==> src/rtl/key_debounce_if.sv <==
// Bundled key-scanner interface: raw key levels and configuration in,
// debounced levels, event pulses and interrupt status out.
interface key_debounce_if #(
  parameter int NUM_KEYS = 4,
  parameter int CNT_W    = 12
);
  logic [NUM_KEYS-1:0] col;
  logic [CNT_W-1:0]    db_thresh;
  logic [CNT_W-1:0]    rep_period;
  logic [1:0]          evt_mode;
  logic [NUM_KEYS-1:0] irq_mask;
  logic [NUM_KEYS-1:0] irq_clr;
  logic [NUM_KEYS-1:0] key_state;
  logic [NUM_KEYS-1:0] key_press;
  logic [NUM_KEYS-1:0] key_release;
  logic [NUM_KEYS-1:0] key_repeat;
  logic [NUM_KEYS-1:0] irq_pending;
  logic                irq;

  modport master (
    output col, db_thresh, rep_period, evt_mode, irq_mask, irq_clr,
    input  key_state, key_press, key_release, key_repeat, irq_pending, irq
  );

  modport slave (
    input  col, db_thresh, rep_period, evt_mode, irq_mask, irq_clr,
    output key_state, key_press, key_release, key_repeat, irq_pending, irq
  );
endinterface

==> src/rtl/key_debounce_array.sv <==
// Per-channel key debouncer with auto-repeat and sticky interrupt flags.
//
// Repeat FSM (per channel):
//   state | meaning
//   IDLE  | debounced key released; repeat counter held at 0
//   HELD  | debounced key pressed; repeat counter runs while rep_period != 0
module key_debounce_array #(
  parameter int NUM_KEYS = 4,
  parameter int CNT_W    = 12
) (
  input logic           HCLK,
  input logic           HRESET,
  key_debounce_if.slave bus
);

  typedef enum logic {
    IDLE = 1'b0,
    HELD = 1'b1
  } rep_state_t;

  logic [NUM_KEYS-1:0] sync_q1;
  logic [NUM_KEYS-1:0] sync_q2;
  logic [NUM_KEYS-1:0] key_state_v;
  logic [NUM_KEYS-1:0] press_v;
  logic [NUM_KEYS-1:0] release_v;
  logic [NUM_KEYS-1:0] repeat_v;
  logic [NUM_KEYS-1:0] pending_q;
  logic                irq_q;

  logic [CNT_W-1:0] thresh_eff;
  logic [CNT_W-1:0] thresh_m1;
  logic [CNT_W-1:0] rep_m1;

  // A zero threshold behaves as a single-cycle debounce.
  assign thresh_eff = (bus.db_thresh == '0) ? CNT_W'(1) : bus.db_thresh;
  assign thresh_m1  = thresh_eff - CNT_W'(1);
  assign rep_m1     = bus.rep_period - CNT_W'(1);

  always_ff @(posedge HCLK or posedge HRESET) begin
    if (HRESET) begin
      sync_q1 <= '0;
      sync_q2 <= '0;
    end else begin
      sync_q1 <= bus.col;
      sync_q2 <= sync_q1;
    end
  end

  for (genvar i = 0; i < NUM_KEYS; i++) begin : g_ch
    logic [CNT_W-1:0] db_cnt;
    logic [CNT_W-1:0] rep_cnt;
    rep_state_t       st;
    logic             state_q;
    logic             press_q;
    logic             release_q;
    logic             repeat_q;
    logic             differ;
    logic             hit;

    assign differ = sync_q2[i] ^ state_q;
    // >= rather than == so a threshold lowered mid-count fires at once.
    assign hit    = differ && (db_cnt >= thresh_m1);

    always_ff @(posedge HCLK or posedge HRESET) begin
      if (HRESET) begin
        db_cnt    <= '0;
        rep_cnt   <= '0;
        st        <= IDLE;
        state_q   <= 1'b0;
        press_q   <= 1'b0;
        release_q <= 1'b0;
        repeat_q  <= 1'b0;
      end else begin
        press_q   <= 1'b0;
        release_q <= 1'b0;
        repeat_q  <= 1'b0;

        if (!differ) begin
          db_cnt <= '0;
        end else if (hit) begin
          db_cnt  <= '0;
          state_q <= ~state_q;
        end else begin
          db_cnt <= db_cnt + CNT_W'(1);
        end

        case (st)
          IDLE: begin
            rep_cnt <= '0;
            if (hit && !state_q) begin
              st      <= HELD;
              press_q <= 1'b1;
            end
          end
          HELD: begin
            if (hit && state_q) begin
              st        <= IDLE;
              rep_cnt   <= '0;
              release_q <= 1'b1;
            end else if (bus.rep_period == '0) begin
              rep_cnt <= '0;
            end else if (rep_cnt >= rep_m1) begin
              rep_cnt  <= '0;
              press_q  <= 1'b1;
              repeat_q <= 1'b1;
            end else begin
              rep_cnt <= rep_cnt + CNT_W'(1);
            end
          end
          default: begin
            st      <= IDLE;
            rep_cnt <= '0;
          end
        endcase
      end
    end

    assign key_state_v[i] = state_q;
    assign press_v[i]     = press_q;
    assign release_v[i]   = release_q;
    assign repeat_v[i]    = repeat_q;
  end

  // Pending is fed by the registered pulses, so a clear arriving with a
  // pulse loses to the set.
  always_ff @(posedge HCLK or posedge HRESET) begin
    if (HRESET) begin
      pending_q <= '0;
      irq_q     <= 1'b0;
    end else begin
      pending_q <= (pending_q & ~bus.irq_clr)
                 | (press_v   & {NUM_KEYS{bus.evt_mode[0]}})
                 | (release_v & {NUM_KEYS{bus.evt_mode[1]}});
      irq_q     <= |(pending_q & bus.irq_mask);
    end
  end

  assign bus.key_state   = key_state_v;
  assign bus.key_press   = press_v;
  assign bus.key_release = release_v;
  assign bus.key_repeat  = repeat_v;
  assign bus.irq_pending = pending_q;
  assign bus.irq         = irq_q;

endmodule

==> src/flat_wrapper.sv <==
// flat-port wrapper written by rule: the top's interface ports become plain ports
module key_debounce_array_flat 
#(
  parameter int NUM_KEYS = 4,
  parameter int CNT_W    = 12
)
  (HCLK, HRESET, bus_col, bus_db_thresh, bus_rep_period, bus_evt_mode, bus_irq_mask, bus_irq_clr, bus_key_state, bus_key_press, bus_key_release, bus_key_repeat, bus_irq_pending, bus_irq);
  key_debounce_if #(.NUM_KEYS(NUM_KEYS), .CNT_W(CNT_W)) bus_i ();
  input logic HCLK;
  input logic HRESET;
  input wire logic [$bits(bus_i.col)-1:0] bus_col;
  input wire logic [$bits(bus_i.db_thresh)-1:0] bus_db_thresh;
  input wire logic [$bits(bus_i.rep_period)-1:0] bus_rep_period;
  input wire logic [$bits(bus_i.evt_mode)-1:0] bus_evt_mode;
  input wire logic [$bits(bus_i.irq_mask)-1:0] bus_irq_mask;
  input wire logic [$bits(bus_i.irq_clr)-1:0] bus_irq_clr;
  output wire logic [$bits(bus_i.key_state)-1:0] bus_key_state;
  output wire logic [$bits(bus_i.key_press)-1:0] bus_key_press;
  output wire logic [$bits(bus_i.key_release)-1:0] bus_key_release;
  output wire logic [$bits(bus_i.key_repeat)-1:0] bus_key_repeat;
  output wire logic [$bits(bus_i.irq_pending)-1:0] bus_irq_pending;
  output wire logic [$bits(bus_i.irq)-1:0] bus_irq;
  assign bus_i.col = bus_col;
  assign bus_i.db_thresh = bus_db_thresh;
  assign bus_i.rep_period = bus_rep_period;
  assign bus_i.evt_mode = bus_evt_mode;
  assign bus_i.irq_mask = bus_irq_mask;
  assign bus_i.irq_clr = bus_irq_clr;
  assign bus_key_state = bus_i.key_state;
  assign bus_key_press = bus_i.key_press;
  assign bus_key_release = bus_i.key_release;
  assign bus_key_repeat = bus_i.key_repeat;
  assign bus_irq_pending = bus_i.irq_pending;
  assign bus_irq = bus_i.irq;
  key_debounce_array #(.NUM_KEYS(NUM_KEYS), .CNT_W(CNT_W)) u_core (.HCLK(HCLK), .HRESET(HRESET), .bus(bus_i));
endmodule
==> config.mk <==
export PLATFORM = sky130hd
export DESIGN_NAME = key_debounce_array_flat
export DESIGN_NICKNAME = d
export VERILOG_FILES = /design/src/rtl/key_debounce_if.sv /design/src/rtl/key_debounce_array.sv /design/src/flat_wrapper.sv
export SDC_FILE = /design/constraint.sdc
export NUM_CORES = 1
export LEC_CHECK = 0
export ABC_AREA = 1
export CAP_MARGIN = 15
export CORE_ASPECT_RATIO = 0.75
export CORE_MARGIN = 8
export CORE_UTILIZATION = 35
export CTS_CLUSTER_SIZE = 20
export DETAILED_ROUTE_END_ITERATION = 10
export PLACE_DENSITY = 0.58
export SYNTH_ARGS = -nofsm -noshare
export SYNTH_HDL_FRONTEND = slang
export SYNTH_SLANG_ARGS = --single-unit
==> constraint.sdc <==
create_clock -name HCLK -period 4.4 [get_ports HCLK]
set_clock_uncertainty 0.05 [all_clocks]
set_input_delay 0.44 -clock HCLK [delete_from_list [all_inputs] [get_ports HCLK]]
set_output_delay 0.44 -clock HCLK [all_outputs]
set_load 0.005 [all_outputs]
==> impl.org <==
** Placed design
- Number of buffers added on ports :: 60
- Routability congestion estimate :: 0.8572
- The placed instances occupy a cell area of 0.009452 sq mm.
- Detailed placement ended at an HPWL of 15.94 mm.

** GRT
- After global routing the overflow that remains totals 0.
- The number of global-route vias before repair is 6362.
- Entering global routing, the biggest net connects 66 pins.
- All-Layer GR Usage :: 14.48%
- The number of antenna violations at the first check in global routing was 0.
- Global-route wire length before repair :: 34.11 mm

** Min path
- The worst hold path belongs to the class reg -> reg.

** Clock network
- Clock tree from TritonCTS :: done
- Gates resized during post-CTS repair numbered 0.
- Setup bufs post-CTS :: 0
- The clock net in this run drives a total of 125 sinks.
- CTS Root Buffer Type :: clkbuf_16
- Worst-Skew Late Latency :: 0.42 ns
- In this run, CTS created clock tree buffers numbering 17.
- Clock Tree Buf Depth :: 2
- The H-tree was split into 4 levels.
- Number of buffers added to fix hold violations after cts :: 0
- Post-CTS clock slew at the launch and capture registers of the worst setup and hold paths :: 0.05 ns

** Synth
- Number of instances in the synthesized netlist :: 1047
- FF+latch count, synth :: 125
- The synthesized netlist occupies a cell area of 0.008551 sq mm.
- Distinct cell type count of the synthesized netlist :: 36
- Post-synthesis net count :: 1189
- The average instance in the mapped netlist occupies 8.167 sq um.
- During synthesis, Yosys emitted a total of 0 warnings.
- Share of the yosys chip area belonging to registers :: 36.58%

** Route
- Dividing the detail-routed wire length by the instance count gives 14.17 um.
- Using the TritonRoute via totals, the vias-per-cell ratio works out to 4.686.
- First-iteration detailed-routing DRC count :: 321
- Remaining antenna violation count :: 0
- Via total after detailed routing :: 6794
- DR pass1 iterations :: 5
- Final wirelength :: 20.55 mm
- After detailed routing, the number of remaining DRC violations is 0.

** Die
- The die covers 0.02974 sq mm.
- I/O pin count :: 61
- From left edge to right edge, the die measures 196.5 um.
- Rows :: 49
- For this configuration, the core starts out at a cell density of 35.67%.
- The total area inside the core boundary comes to 0.02397 sq mm.
- In this run the vertical extent of the chip is 151.4 um.

** STA
- Total negative slack for setup checks :: 0 ns
- Unrepaired setup endpoints after global routing :: no
- Crit share post-route :: 85.49%
- Final hold violation count :: 0
- Slew at the pin with the worst max-slew slack :: 0.7836 ns
- The max-slew violation count was 0.
- Final Critical Period :: 3.761 ns
- The worst pin sits at a relative slew slack of 47.39%.
- Static timing analysis puts the maximum clock frequency at 265.9 MHz.
- Setup violations remaining at the end of the flow were counted as 0.

** Critical path
- Data on the critical path arrives at its endpoint at 4.03 ns.
- Along the worst path, the maximum fanout reaches 11.
- The worst setup path is of the in -> reg kind.
- Critical path data required time :: 4.67 ns
- Startpoint types :: input port
- The worst setup path is captured at a flip-flop.

** Layout
- The layout has 2392 filler cells.
- Antenna diode count :: 0
- Non-Filler Cell Area, Final :: 0.01006 sq mm
- For this run, the post-layout net count is 1250.
- Share of post-route cells with drive strength above 1 :: 10.63%
- Area grow syn2layout :: 17.69%

** Pwr
- Peak ir drop on the vdd network :: 274.3 uV
- Power density over cell area :: 289.6 mW/mm^2
- P_leak :: 4.799 nW

** Run
- The tool flagged a number of max-cap violations equal to 0.

** Status
- Run status :: finished clean
## stage by stage
stage / hold WS [ns] / instances / power [W] / setup WS [ns] / utilization, %
finish: 0.2968 / 1450 / 0.002914 / 0.6386 / 41.98
floorplan: 0.2812 / 1047 / 0.001355 / 0.5824 / -
detailed placement: 0.2847 / 1420 / 0.001465 / 0.1549 / 39.43
global placement: 0.2813 / 1420 / 0.001460 / 0.2741 / 39.43
global route: 0.3123 / 1450 / 0.003037 / 0.2304 / 41.98
CTS: 0.2973 / 1450 / 0.002952 / 0.5771 / 41.98
## sequential cells by signal, indices dropped and copies added, names as in the netlist, named ones only
| name | count |
|---|---|
| u_core.sync_q2 | 4 |
| u_core.g_ch.repeat_q | 4 |
| u_core.g_ch.db_cnt | 48 |
| u_core.bus.irq_pending | 4 |
| u_core.bus.irq | 1 |
| u_core.g_ch.press_q | 4 |
| u_core.g_ch.release_q | 4 |
| u_core.sync_q1 | 4 |
| u_core.g_ch.rep_cnt | 48 |
## path summary, 6_finish.rpt
check / start / end / slack, ns / depth (start not counted)
hold reg to reg: u_core.sync_q1[1] / u_core.sync_q2[1] / 0.30 / 0
max in group asynchronous: HRESET / u_core.g_ch[2].db_cnt[4] / 3.00 / 3
min in group asynchronous: HRESET / u_core.bus.irq_pending[1] / 0.48 / 2
hold / removal: u_core.sync_q1[1] / u_core.sync_q2[1] / 0.30 / 0
setup reg to reg: u_core.g_ch[2].db_cnt[0] / u_core.g_ch[2].db_cnt[2] / 2.18 / 17
setup / recovery: bus_db_thresh[9] / u_core.g_ch[1].db_cnt[2] / 0.64 / 21
## report_power, final
group,leakage [nW],switching (W),internal (W)
sequential,1.72,0.0000159,0.00116
clock,0.287,0.000519,0.000954
combinational,2.79,0.000159,0.000102
## cell usage in the layout (no fill, tap or decap), types with 5 or more instances in the layout
master	n
buf_4	9
ha_1	102
or2_2	5
nor2_1	122
dfrtp_1	125
nand2_2	21
nand3_1	55
a21oi_1	36
o21ai_0	14
nand4_1	27
xnor2_1	24
a31oi_1	10
nor2_2	39
nor3_1	30
o211ai_1	8
nor3_2	8
nand2_1	202
clkbuf_16	17
inv_1	120
clkdlybuf4s50_1	60
xor2_1	47
## routing by layer
layer / wire (um) / track usage [%] / up-vias / part of all wire [%]
met3: 985 / 3.286 / 12 / 4.8
met5: 0 / 0 / - / 0
li1: - / - / 3515 / -
met4: 213 / 4.272 / 0 / 1.0
met2: 8572 / 20.67 / 128 / 42
met1: 10770 / 21.32 / 3139 / 52
## layout make-up
cell class	instances	area, sq um	area share, %
Multi-Input combinational cell	772	4761	47.31
Sequential cell	125	3128	31.08
Timing Repair Buffer	70	688.2	6.838
Clock inverter	11	168.9	1.678
Tap cell	331	414.1	4.115
Clock buffer	19	442.9	4.401
Inverter	122	460.4	4.575
## synth_stat cells, drive strengths merged
library cell | instances | area (sq um)
a31oi | 10 | 62.56
or2 | 5 | 31.28
o41ai | 1 | 8.760
o31a | 4 | 35.03
xnor2 | 24 | 210.2
o21bai | 2 | 15.01
nor4 | 2 | 27.53
nand2 | 223 | 889.6
o31ai | 1 | 7.510
clkbuf | 1 | 3.750
xor2 | 47 | 411.6
nand3 | 57 | 295.3
and3 | 2 | 12.51
o211ai | 8 | 60.06
nand4 | 28 | 181.4
a21o | 3 | 22.52
nor3 | 38 | 230.2
inv | 122 | 457.9
nor2 | 161 | 701.9
nand3b | 2 | 15.01
nor3b | 1 | 7.510
a21oi | 36 | 180.2
ha | 102 | 1276
a31o | 1 | 8.760
buf | 27 | 200.2
o21ai | 14 | 70.07
dfrtp | 125 | 3128
## cell families (layout without fill, tap and decap cells)
kind of cell | count (synthesis) | in the layout | synth area share (%)
AO/OA/AOI/OAI | 80 | 80 | 5.502
flip-flops | 125 | 125 | 36.58
buffers and inverters | 150 | 222 | 7.741
XOR/XNOR | 71 | 71 | 7.272
AND/OR/NAND/NOR | 519 | 519 | 27.98
adder cells (fa/ha/maj) | 102 | 102 | 14.93
## worst max-delay path: stages
cell,delay [ns]
clkdlybuf4s50_1,0.54
inv_1,0.10
nand2_1,0.12
nor3_2,0.05
nand3_2,0.10
nand2_1,0.08
inv_1,0.17
ha_1,0.21
nand2_1,0.08
nor3_1,0.25
nand2_1,0.13
nor2_1,0.14
xor2_1,0.44
ha_1,0.32
nand2_1,0.06
inv_1,0.03
nand2_1,0.05
inv_1,0.04
nand2_2,0.07
nand3_1,0.34
nor3_1,0.25
No activity file was read; power rests on OpenSTA's default activity.
